<file path="src/rtl/chip8_sprite_drawer.sv">
// -----------------------------------------------------------------------------
// chip8_sprite_drawer
//
// Executes the CHIP-8 DXYN sprite draw as a bus initiator on the video request
// port of the shared memory arbiter. For every sprite row the byte at I+row is
// fetched from RAM, then the one or two VRAM bytes it overlaps are updated by
// read-modify-write with XOR. Any pixel turned off sets the collision flag (VF).
// Exactly one request is outstanding at any time.
//
// Ports
//   clk_in          system clock
//   rst_in          synchronous, active-high reset (also aborts a draw)
//   start_in        begin a draw; only sampled while idle
//   x_in, y_in      VX / VY, wrapped to the screen at start
//   n_in            sprite height in rows (0 = finish immediately)
//   i_in            address of sprite row 0 in RAM
//   mem_addr_out    RAM address or VRAM byte offset
//   mem_type_out    0 = RAM, 1 = VRAM
//   mem_we_out      write enable
//   mem_data_out    write data
//   mem_valid_out   request valid, held with stable fields until mem_ready_in
//   mem_ready_in    arbiter accepts the request this cycle
//   mem_valid_in    response strobe (reads and writes)
//   mem_data_in     read data, valid with mem_valid_in
//   busy_out        high from start accept until the draw is done
//   done_out        one-cycle pulse at the end of the draw
//   collision_out   VF result, valid from done_out until the next start
// -----------------------------------------------------------------------------
module chip8_sprite_drawer #(
    parameter int WIDTH    = 8,
    parameter int SCREEN_W = 64,
    parameter int SCREEN_H = 32
) (
    input  logic             clk_in,
    input  logic             rst_in,
    input  logic             start_in,
    input  logic [7:0]       x_in,
    input  logic [7:0]       y_in,
    input  logic [3:0]       n_in,
    input  logic [11:0]      i_in,
    output logic [11:0]      mem_addr_out,
    output logic             mem_type_out,
    output logic             mem_we_out,
    output logic [WIDTH-1:0] mem_data_out,
    output logic             mem_valid_out,
    input  logic             mem_ready_in,
    input  logic             mem_valid_in,
    input  logic [WIDTH-1:0] mem_data_in,
    output logic             busy_out,
    output logic             done_out,
    output logic             collision_out
);

    localparam int XW        = $clog2(SCREEN_W);
    localparam int YW        = $clog2(SCREEN_H);
    localparam int CW        = XW - 3;
    localparam int AW        = 12;
    localparam int ROW_BYTES = SCREEN_W / 8;

    typedef enum logic [3:0] {
        IDLE,
        FETCH,
        FETCH_W,
        LRD,
        LRD_W,
        LWR,
        LWR_W,
        RRD,
        RRD_W,
        RWR,
        RWR_W,
        NEXT,
        DONE
    } state_t;

    state_t state_q;
    state_t state_d;

    // Draw context latched at start
    logic [XW-1:0]    xs_q;
    logic [YW-1:0]    ys_q;
    logic [3:0]       n_q;
    logic [AW-1:0]    i_q;
    logic [3:0]       row_q;

    // Current sprite byte and the VRAM byte returned by the last read
    logic [WIDTH-1:0] spr_q;
    logic [WIDTH-1:0] old_q;
    logic             coll_q;

    // Row geometry
    logic [2:0]         off;
    logic [CW-1:0]      col;
    logic [AW-1:0]      yr;
    logic [3:0]         row_next;
    logic [2*WIDTH-1:0] shifted;
    logic [WIDTH-1:0]   l_byte;
    logic [WIDTH-1:0]   r_byte;
    logic [AW-1:0]      left_addr;
    logic [AW-1:0]      right_addr;
    logic               has_right;
    logic               row_clipped;

    // Upper bits of VX/VY are discarded by the screen wrap
    logic unused_in_bits;
    assign unused_in_bits = ^{x_in, y_in};

    assign off      = xs_q[2:0];
    assign col      = xs_q[XW-1:3];
    assign yr       = AW'(ys_q) + AW'(row_q);
    assign row_next = row_q + 4'd1;

    // Shifting the sprite into a double-width window yields the left byte in
    // the upper half and the spill-over into the next byte in the lower half.
    assign shifted = {spr_q, {WIDTH{1'b0}}} >> off;
    assign l_byte  = shifted[2*WIDTH-1:WIDTH];
    assign r_byte  = shifted[WIDTH-1:0];

    assign left_addr  = (yr * AW'(ROW_BYTES)) + AW'(col);
    assign right_addr = left_addr + AW'(1);

    // The right byte is skipped when it holds no pixels or would fall past the
    // right screen edge (sprites clip horizontally, they do not wrap).
    assign has_right   = (off != 3'd0) && !(&col);

    // Next row lies below the bottom edge: the rest of the sprite is clipped
    assign row_clipped = (yr + AW'(1)) >= AW'(SCREEN_H);

    // State register and collision flag (control, reset)
    always_ff @(posedge clk_in) begin
        if (rst_in) begin
            state_q <= IDLE;
            coll_q  <= 1'b0;
        end else begin
            state_q <= state_d;
            if (state_q == IDLE && start_in) begin
                coll_q <= 1'b0;
            end else if (state_q == LRD_W && mem_valid_in) begin
                coll_q <= coll_q | (|(mem_data_in & l_byte));
            end else if (state_q == RRD_W && mem_valid_in) begin
                coll_q <= coll_q | (|(mem_data_in & r_byte));
            end
        end
    end

    // Draw context and data registers (no reset needed, qualified by state)
    always_ff @(posedge clk_in) begin
        if (state_q == IDLE && start_in) begin
            xs_q  <= x_in[XW-1:0];
            ys_q  <= y_in[YW-1:0];
            n_q   <= n_in;
            i_q   <= i_in;
            row_q <= 4'd0;
        end
        if (state_q == FETCH_W && mem_valid_in) begin
            spr_q <= mem_data_in;
        end
        if ((state_q == LRD_W || state_q == RRD_W) && mem_valid_in) begin
            old_q <= mem_data_in;
        end
        if (state_q == NEXT) begin
            row_q <= row_next;
        end
    end

    // Next-state and bus request decode
    always_comb begin
        state_d       = state_q;
        mem_valid_out = 1'b0;
        mem_we_out    = 1'b0;
        mem_type_out  = 1'b0;
        mem_addr_out  = '0;
        mem_data_out  = '0;

        case (state_q)
            IDLE: begin
                if (start_in) begin
                    state_d = (n_in == 4'd0) ? DONE : FETCH;
                end
            end
            FETCH: begin
                mem_valid_out = 1'b1;
                mem_addr_out  = i_q + AW'(row_q);
                if (mem_ready_in) state_d = FETCH_W;
            end
            FETCH_W: begin
                if (mem_valid_in) state_d = LRD;
            end
            LRD: begin
                mem_valid_out = 1'b1;
                mem_type_out  = 1'b1;
                mem_addr_out  = left_addr;
                if (mem_ready_in) state_d = LRD_W;
            end
            LRD_W: begin
                if (mem_valid_in) state_d = LWR;
            end
            LWR: begin
                mem_valid_out = 1'b1;
                mem_type_out  = 1'b1;
                mem_we_out    = 1'b1;
                mem_addr_out  = left_addr;
                mem_data_out  = old_q ^ l_byte;
                if (mem_ready_in) state_d = LWR_W;
            end
            LWR_W: begin
                if (mem_valid_in) state_d = has_right ? RRD : NEXT;
            end
            RRD: begin
                mem_valid_out = 1'b1;
                mem_type_out  = 1'b1;
                mem_addr_out  = right_addr;
                if (mem_ready_in) state_d = RRD_W;
            end
            RRD_W: begin
                if (mem_valid_in) state_d = RWR;
            end
            RWR: begin
                mem_valid_out = 1'b1;
                mem_type_out  = 1'b1;
                mem_we_out    = 1'b1;
                mem_addr_out  = right_addr;
                mem_data_out  = old_q ^ r_byte;
                if (mem_ready_in) state_d = RWR_W;
            end
            RWR_W: begin
                if (mem_valid_in) state_d = NEXT;
            end
            NEXT: begin
                if (row_next == n_q || row_clipped) begin
                    state_d = DONE;
                end else begin
                    state_d = FETCH;
                end
            end
            DONE: begin
                state_d = IDLE;
            end
            default: begin
                state_d = IDLE;
            end
        endcase
    end

    assign busy_out      = (state_q != IDLE);
    assign done_out      = (state_q == DONE);
    assign collision_out = coll_q;

endmodule
</file>
<file path="config.mk">
export PLATFORM = sky130hd
export DESIGN_NAME = chip8_sprite_drawer
export DESIGN_NICKNAME = d
export VERILOG_FILES = /design/src/rtl/chip8_sprite_drawer.sv
export SDC_FILE = /design/constraint.sdc
export NUM_CORES = 1
export LEC_CHECK = 0
export ABC_AREA = 1
export BUFFER_PORTS_ARGS = -buffer_cell sky130_fd_sc_hd__buf_2
export CORE_MARGIN = 4
export CORE_UTILIZATION = 55
export CTS_BUF_LIST = sky130_fd_sc_hd__clkbuf_8
export DETAILED_ROUTE_END_ITERATION = 8
export GPL_TIMING_DRIVEN = 1
export PLACE_DENSITY_LB_ADDON = 0.3
export SETUP_SLACK_MARGIN = 0.05
export SLEW_MARGIN = 10
export SYNTH_ARGS = -nofsm -noshare
export SYNTH_HDL_FRONTEND = slang
export SYNTH_SLANG_ARGS = --single-unit
</file>
<file path="constraint.sdc">
create_clock -name clk_in -period 4.4 [get_ports clk_in]
set_input_delay 0.88 -clock clk_in [delete_from_list [all_inputs] [get_ports clk_in]]
set_output_delay 0.88 -clock clk_in [all_outputs]
set_load 0.03 [all_outputs]
</file>
==> results.txt, run 1 <==
----------------------------------------------------
[Outcome]
  Status ... finished clean

[Critical path]
  Longest individual stage delay on the worst path ... 0.53 ns
  Worst reg2reg setup slack ... 2.05 ns
  Crit. End Element ... output port
  Setup Crit Path Kind ... reg2out
  Crit path arrival time ... 2.63 ns
  Critical path peak fanout ... 8
  Cell-by-cell listing of the critical path ... ha_1 -> inv_1 -> fa_1 -> nand3b_1 -> nand2_1 -> nand2_1 -> nand2_1 -> nand4_1 -> o21ai_0 -> nand2_1 -> o221ai_1 -> buf_2
  Required @ worst endpoint ... 3.52 ns
  Crit path max-delay cell type ... edfxtp_1
  Library cell appearing most often on the critical path ... nand2_1
  Depth of the most critical reg-to-reg path ... 10
  Kind of start point of the critical path ... register

[Global routing]
  Number of antenna violations at the first check in global routing ... 0
  Global-route total usage across every layer ... 23.0%
  Wire length of the first global-routing pass ... 13.7 mm
  Pin count of the biggest net entering global routing ... 27
  Number of global-route vias before repair ... 3,057
  GR Overflow Total ... 0

[Logic synthesis]
  Yosys warning total ... 0
  Most area-consuming cells after synthesis ... edfxtp_1 41%, nand2_1 11%, nand3_1 6.3%
  Synth Register Bits ... 52
  Top cells by instance count after synthesis ... 100 x nand2_1, 47 x edfxtp_1, 43 x nand3_1, 42 x inv_1, 31 x nor2_1
  Count leader, synth ... nand2_1
  Synthesized instance count ... 415
  Net count after synthesis ... 473
  Syn Std Cell Area ... 3410 µm²
  Synth unique cells ... 41
  Number of enable flip-flop cells after synthesis ... 47
  FFs w/ async S/R, synth ... 0%
  Area share of the largest cell type after synthesis ... 41.3%
  Most used flip-flop cell after synthesis ... edfxtp_1
  Seq/Total Area, Yosys ... 44.3%
  Average cell area after synthesis ... 8.22 µm²
  Area leader, netlist ... edfxtp_1

[Detailed routing]
  Wire per inst ... 14.6 µm
  First-pass DRT Iterations ... 6
  DR vias/cell ... 5.60
  DRC marker count from the first detailed-route iteration ... 168
  Vias after detailed routing ... 3,141
  Final routed DRC violation total ... 0
  Residual antenna-violating net count after detailed routing ... 0
  Total Routed Length ... 8.20 mm

[Floorplanning]
  Effective utilization at floorplan ... 57.3%
  Die Ht ... 86.8 µm
  Area of the core ... 5960 µm²
  Total Die Area ... 7530 µm²
  Std cell rows ... 28
  Top Ports ... 71
  X dimension of the die ... 86.8 µm

[Finish]
  Fill cell total of the finished layout ... 547
  NumNets Final ... 543
  Post-route standard cell area excluding fillers ... 3920 µm²
  Antenna cells ... 0
  Signed area change from the synthesized netlist to the final layout ... 14.8%
  Post-layout utilization of the core ... 65.8%
  Proportion of layout cells with a drive suffix above 1 ... 20.8%
  Non-filler instance count after layout ... 561

[Clock network]
  PostCTS Resize Cnt ... 0
  Source-to-sink clock delay at the later pin of the worst-skew pair ... 0.30 ns
  TritonCTS sink count ... 52
  Post-CTS repair timing setup buffer count ... 0
  Number of buffers inserted during clock tree synthesis ... 5
  H-tree lvl count ... 2
  Root Driver ... clkbuf_8
  Clock slew seen by the registers of the worst setup and hold paths ... 0.09 ns
  Maximum number of buffers from clock root to sink ... 2
  Clock tree from TritonCTS ... done
  # hold bufs at CTS ... 0

[Job]
  Max Cap Violations ... 0

[Place]
  Number of placed instances, taps included ... 553
  Input/output buffers ... 65
  Cell area reported after detailed placement ... 3840 µm²
  Hpwl dp ... 6.50 mm
  Setup Slack @ Placement ... 1.25 ns
  Gpl congestion ... 0.954

[Worst hold path]
  Hold WC Path Type ... reg2reg
  Number of cells on the worst hold path ... 2

[Timing]
  Worst Hold Margin ... 0.449 ns
  Worst Max-Slew Pin Slew ... 0.609 ns
  Tcrit/Tclk final ... 79.7%
  Setup total negative slack ... 0 ns
  Setup repair after global routing missed its margin ... no
  Hold Vio Cnt, Final ... 0
  Smallest setup slack after layout ... 0.892 ns
  Tmin final ... 3.51 ns
  Final count of negative-setup-slack endpoints ... 0
  Worst clock skew ... 0.0110 ns
  Worst relative slew slack ... 58.9%
  Number of pins with negative max-slew slack in the final report ... 0
  Timing-limited maximum frequency ... 0.285 GHz

[Power]
  Total power per unit cell area ... 529 nW/µm²
  Post-route total power ... 2.08 mW
  Cell leakage power ... 1.80 nW
  Peak VDD IR ... 0.000323 V

----------------------------------------------------
## critical path, delay by kind of cell, from the launching register on
kind	cells	cell delay, ns
buffers and inverters	2	0.28
DFF	1	0.53
adders and majority gates	2	0.62
and+or+nand+nor	6	0.67
AOI/OAI and AO/OA	2	0.23
## per-layer routing
| layer | vias up | share of wire, % | wire length (µm) | global-route usage, % |
|---|---|---|---|---|
| met1 | 1412 | 39 | 3180 | 27.0 |
| met3 | 20 | 6.8 | 559 | 4.75 |
| met5 | - | 0 | 0 | 0 |
| met2 | 125 | 52 | 4250 | 41.2 |
| li1 | 1584 | - | - | - |
| met4 | 0 | 2.6 | 213 | 8.22 |
## cell type report
class	count	area, µm²	area share (%)
multi-input combinational	309	1700	43.2
timing repair buffer	68	348	8.87
clock inverter	3	13.8	0.351
clock buffer	5	68.8	1.76
sequential	52	1510	38.6
inverter	49	189	4.82
tap	75	93.8	2.39
## layout by cell type (no fill, tap or decap), types with 3 or more instances in the layout
cell and count:
a31oi_1 5, o21ai_1 6, nor2_4 4, nor2_1 30, or2_2 3, nor2_2 3
a22oi_1 3, nand2_1 100, o221ai_1 4, inv_1 42, clkbuf_8 5, inv_2 5
o21ai_0 23, nand3_1 43, xor2_1 5, dfxtp_1 5, o211ai_1 3, a21oi_1 27
nand4_1 7, buf_2 65, nand2_2 3, edfxtp_1 47, nor4_1 4, nor3_1 8
buf_4 3, ha_1 11
## power by group
part           total [mW]  leakage, nW  internal, mW  switching, mW
Combinational        1.05         1.28         0.333          0.713
Clock               0.262       0.0453         0.108          0.153
Sequential          0.768        0.482         0.667          0.101
Total                2.08         1.80          1.11          0.967
## registers in the layout, summed over array words and instances, names as in the netlist
| register | cells |
|---|---|
| i_q | 12 |
| spr_q | 8 |
| xs_q | 6 |
| old_q | 8 |
| collision_out | 1 |
| n_q | 4 |
| state_q | 4 |
| ys_q | 5 |
| row_q | 4 |
## worst paths after layout
path	startpoint	end
hold reg to reg	collision_out	collision_out
setup reg to reg	row_q[0]	state_q[0]
setup / recovery	row_q[0]	mem_addr_out[8]
hold / removal	collision_out	collision_out
## logic make-up (layout without fill, tap and decap cells)
family | Yosys count | after routing | share of synthesized area (%)
xor+xnor | 6 | 6 | 1.54
buf+inv | 54 | 125 | 6.12
compound gates | 76 | 76 | 13.3
simple gates | 213 | 213 | 29.3
flops | 52 | 52 | 44.3
fa+ha+maj | 13 | 13 | 5.21
mux | 1 | 1 | 0.293
Power figures use the tool's default switching activity.
==> run 2, diff against run 1 <==
--- a/config.mk
+++ b/config.mk
@@ -8,7 +8,7 @@
 export ABC_AREA = 1
 export BUFFER_PORTS_ARGS = -buffer_cell sky130_fd_sc_hd__buf_2
 export CORE_MARGIN = 4
-export CORE_UTILIZATION = 55
+export CORE_UTILIZATION = 52
 export CTS_BUF_LIST = sky130_fd_sc_hd__clkbuf_8
 export DETAILED_ROUTE_END_ITERATION = 8
 export GPL_TIMING_DRIVEN = 1
==> constraint.sdc (replaced) <==
create_clock -name clk_in -period 3.1 [get_ports clk_in]
set_input_delay 0.62 -clock clk_in [delete_from_list [all_inputs] [get_ports clk_in]]
set_output_delay 0.62 -clock clk_in [all_outputs]
set_load 0.03 [all_outputs]
==> run 2 against run 1 <==
Net effect:
- critical path depth shrank 2
- critical path type unchanged
- flip-flop and latch count stayed put
- largest cell class unchanged
- highest routed layer unchanged
- combinational power is 53% higher
- first-iteration DRC count grew 7.1%
==> results.txt, run 2 (synthesis gave the netlist of run 1 again) <==
----------------------------------------------------
[Outcome]
  Status ... finished clean

[Power]
  Cell leakage power ... 1.86 nW
  Post-route total power ... 3.05 mW
  Total power per unit cell area ... 755 nW/µm²
  Peak VDD IR ... 0.000417 V

[Timing]
  Setup repair after global routing missed its margin ... yes
  Worst Max-Slew Pin Slew ... 0.617 ns
  Worst relative slew slack ... 58.4%
  Number of pins with negative max-slew slack in the final report ... 0
  Tmin final ... 3.10 ns
  Worst clock skew ... 0.00719 ns
  Final count of negative-setup-slack endpoints ... 0
  Smallest setup slack after layout ... 0.00380 ns
  Tcrit/Tclk final ... 99.9%
  Worst Hold Margin ... 0.446 ns
  Hold Vio Cnt, Final ... 0
  Timing-limited maximum frequency ... 0.323 GHz

[Floorplanning]
  Area of the core ... 6350 µm²
  Top Ports ... 71
  Effective utilization at floorplan ... 53.8%
  Std cell rows ... 29
  Die Ht ... 89.0 µm
  X dimension of the die ... 89.0 µm
  Total Die Area ... 7920 µm²

[Place]
  Cell area reported after detailed placement ... 3850 µm²
  Hpwl dp ... 6.53 mm
  Input/output buffers ... 65
  Setup Slack @ Placement ... 0.265 ns
  Gpl congestion ... 0.963

[Clock network]
  TritonCTS sink count ... 52
  Root Driver ... clkbuf_8
  Maximum number of buffers from clock root to sink ... 2
  Source-to-sink clock delay at the later pin of the worst-skew pair ... 0.31 ns
  H-tree lvl count ... 2
  Clock tree from TritonCTS ... done
  Clock slew seen by the registers of the worst setup and hold paths ... 0.09 ns
  Number of buffers inserted during clock tree synthesis ... 5
  # hold bufs at CTS ... 0

[Global routing]
  Pin count of the biggest net entering global routing ... 24
  Number of global-route vias before repair ... 3,052
  GR Overflow Total ... 0
  Wire length of the first global-routing pass ... 13.4 mm
  Number of antenna violations at the first check in global routing ... 0
  Global-route total usage across every layer ... 22.3%

[Finish]
  Leading cell type in the layout, fill and taps excluded ... nand2_1
  Register cell area after layout ... 1510 µm²
  Antenna cells ... 0
  NumNets Final ... 552
  Largest regs ... i_q (12), old_q (8), spr_q (8)
  Multi-input combinational cell area ... 1740 µm²
  Fill cell total of the finished layout ... 550
  Proportion of layout cells with a drive suffix above 1 ... 23.8%
  Register name with the most flops ... i_q
  Signed area change from the synthesized netlist to the final layout ... 18.4%
  Post-route standard cell area excluding fillers ... 4040 µm²
  Leading cell types in the layout, fill and taps excluded ... 98 x nand2_1, 62 x buf_2, 47 x edfxtp_1, 44 x inv_1, 40 x nand3_1
  Max FFs per register ... 12

[Detailed routing]
  First-pass DRT Iterations ... 5
  DRC marker count from the first detailed-route iteration ... 180
  Wire per inst ... 14.7 µm
  Final routed DRC violation total ... 0
  Vias after detailed routing ... 3,193
  Residual antenna-violating net count after detailed routing ... 0
  Total Routed Length ... 8.41 mm
  DR vias/cell ... 5.58

[Critical path]
  Kind of start point of the critical path ... register
  Setup Crit Path Kind ... reg2out
  Crit. End Element ... output port
  Worst reg2reg setup slack ... 0.91 ns
  Crit path arrival time ... 2.48 ns
  Required @ worst endpoint ... 2.48 ns
  Critical path peak fanout ... 4

[Worst hold path]
  Hold WC Path Type ... reg2reg

[Job]
  Max Cap Violations ... 0

----------------------------------------------------
run 2: timing repair:
| item | CTS | global route |
|---|---|---|
| gates resized for setup | 4 | 12 |
| pin swaps | 0 | 0 |
| endpoints found under the setup margin | 5 | 8 |
| setup buffers | 3 | 4 |
run 2: final timing paths:
path / from / to / depth (start not counted)
setup / recovery: row_q[2] / mem_addr_out[7] / 10
hold / removal: collision_out / collision_out / 2
hold reg to reg: collision_out / collision_out / 2
setup reg to reg: row_q[2] / state_q[0] / 11
run 2: final cells by class:
| class | instances | area share, % |
|---|---|---|
| clock buffer | 5 | 1.70 |
| clock inverter | 3 | 0.279 |
| inverter | 49 | 4.67 |
| multi-input combinational | 309 | 43.1 |
| sequential | 52 | 37.4 |
| tap | 77 | 2.38 |
| timing repair buffer | 77 | 10.5 |
run 2: critical path, cell delays in order (launching register included):
cell and delay, ns:
edfxtp_1 0.49, buf_4 0.18, ha_1 0.30, or2_1 0.25, nand3_1 0.12, nand2_2 0.09, nor2_1 0.13, nand2_1 0.08
xor2_1 0.14, o211ai_1 0.18, buf_4 0.19
run 2: where the power goes:
group	total, mW	switching, mW	internal (mW)	leakage, nW
combinational	1.61	1.07	0.537	1.33
clock	0.371	0.220	0.151	0.0482
sequential	1.07	0.123	0.946	0.482
run 2: layer usage:
metal	vias up	wire length, µm	track usage, %
met4	0	316	12.3
met1	1450	3340	24.4
met2	116	4310	40.8
li1	1598	-	-
met5	-	0	0
met3	29	443	3.41
run 2: through the flow:
stage	utilization, %	instances	setup TNS (ns)
finish	63.6	572	0
global route	63.6	572	-0.123
CTS	62.6	568	0
detailed placement	60.7	557	0
global placement	60.7	557	0
floorplan	-	415	0
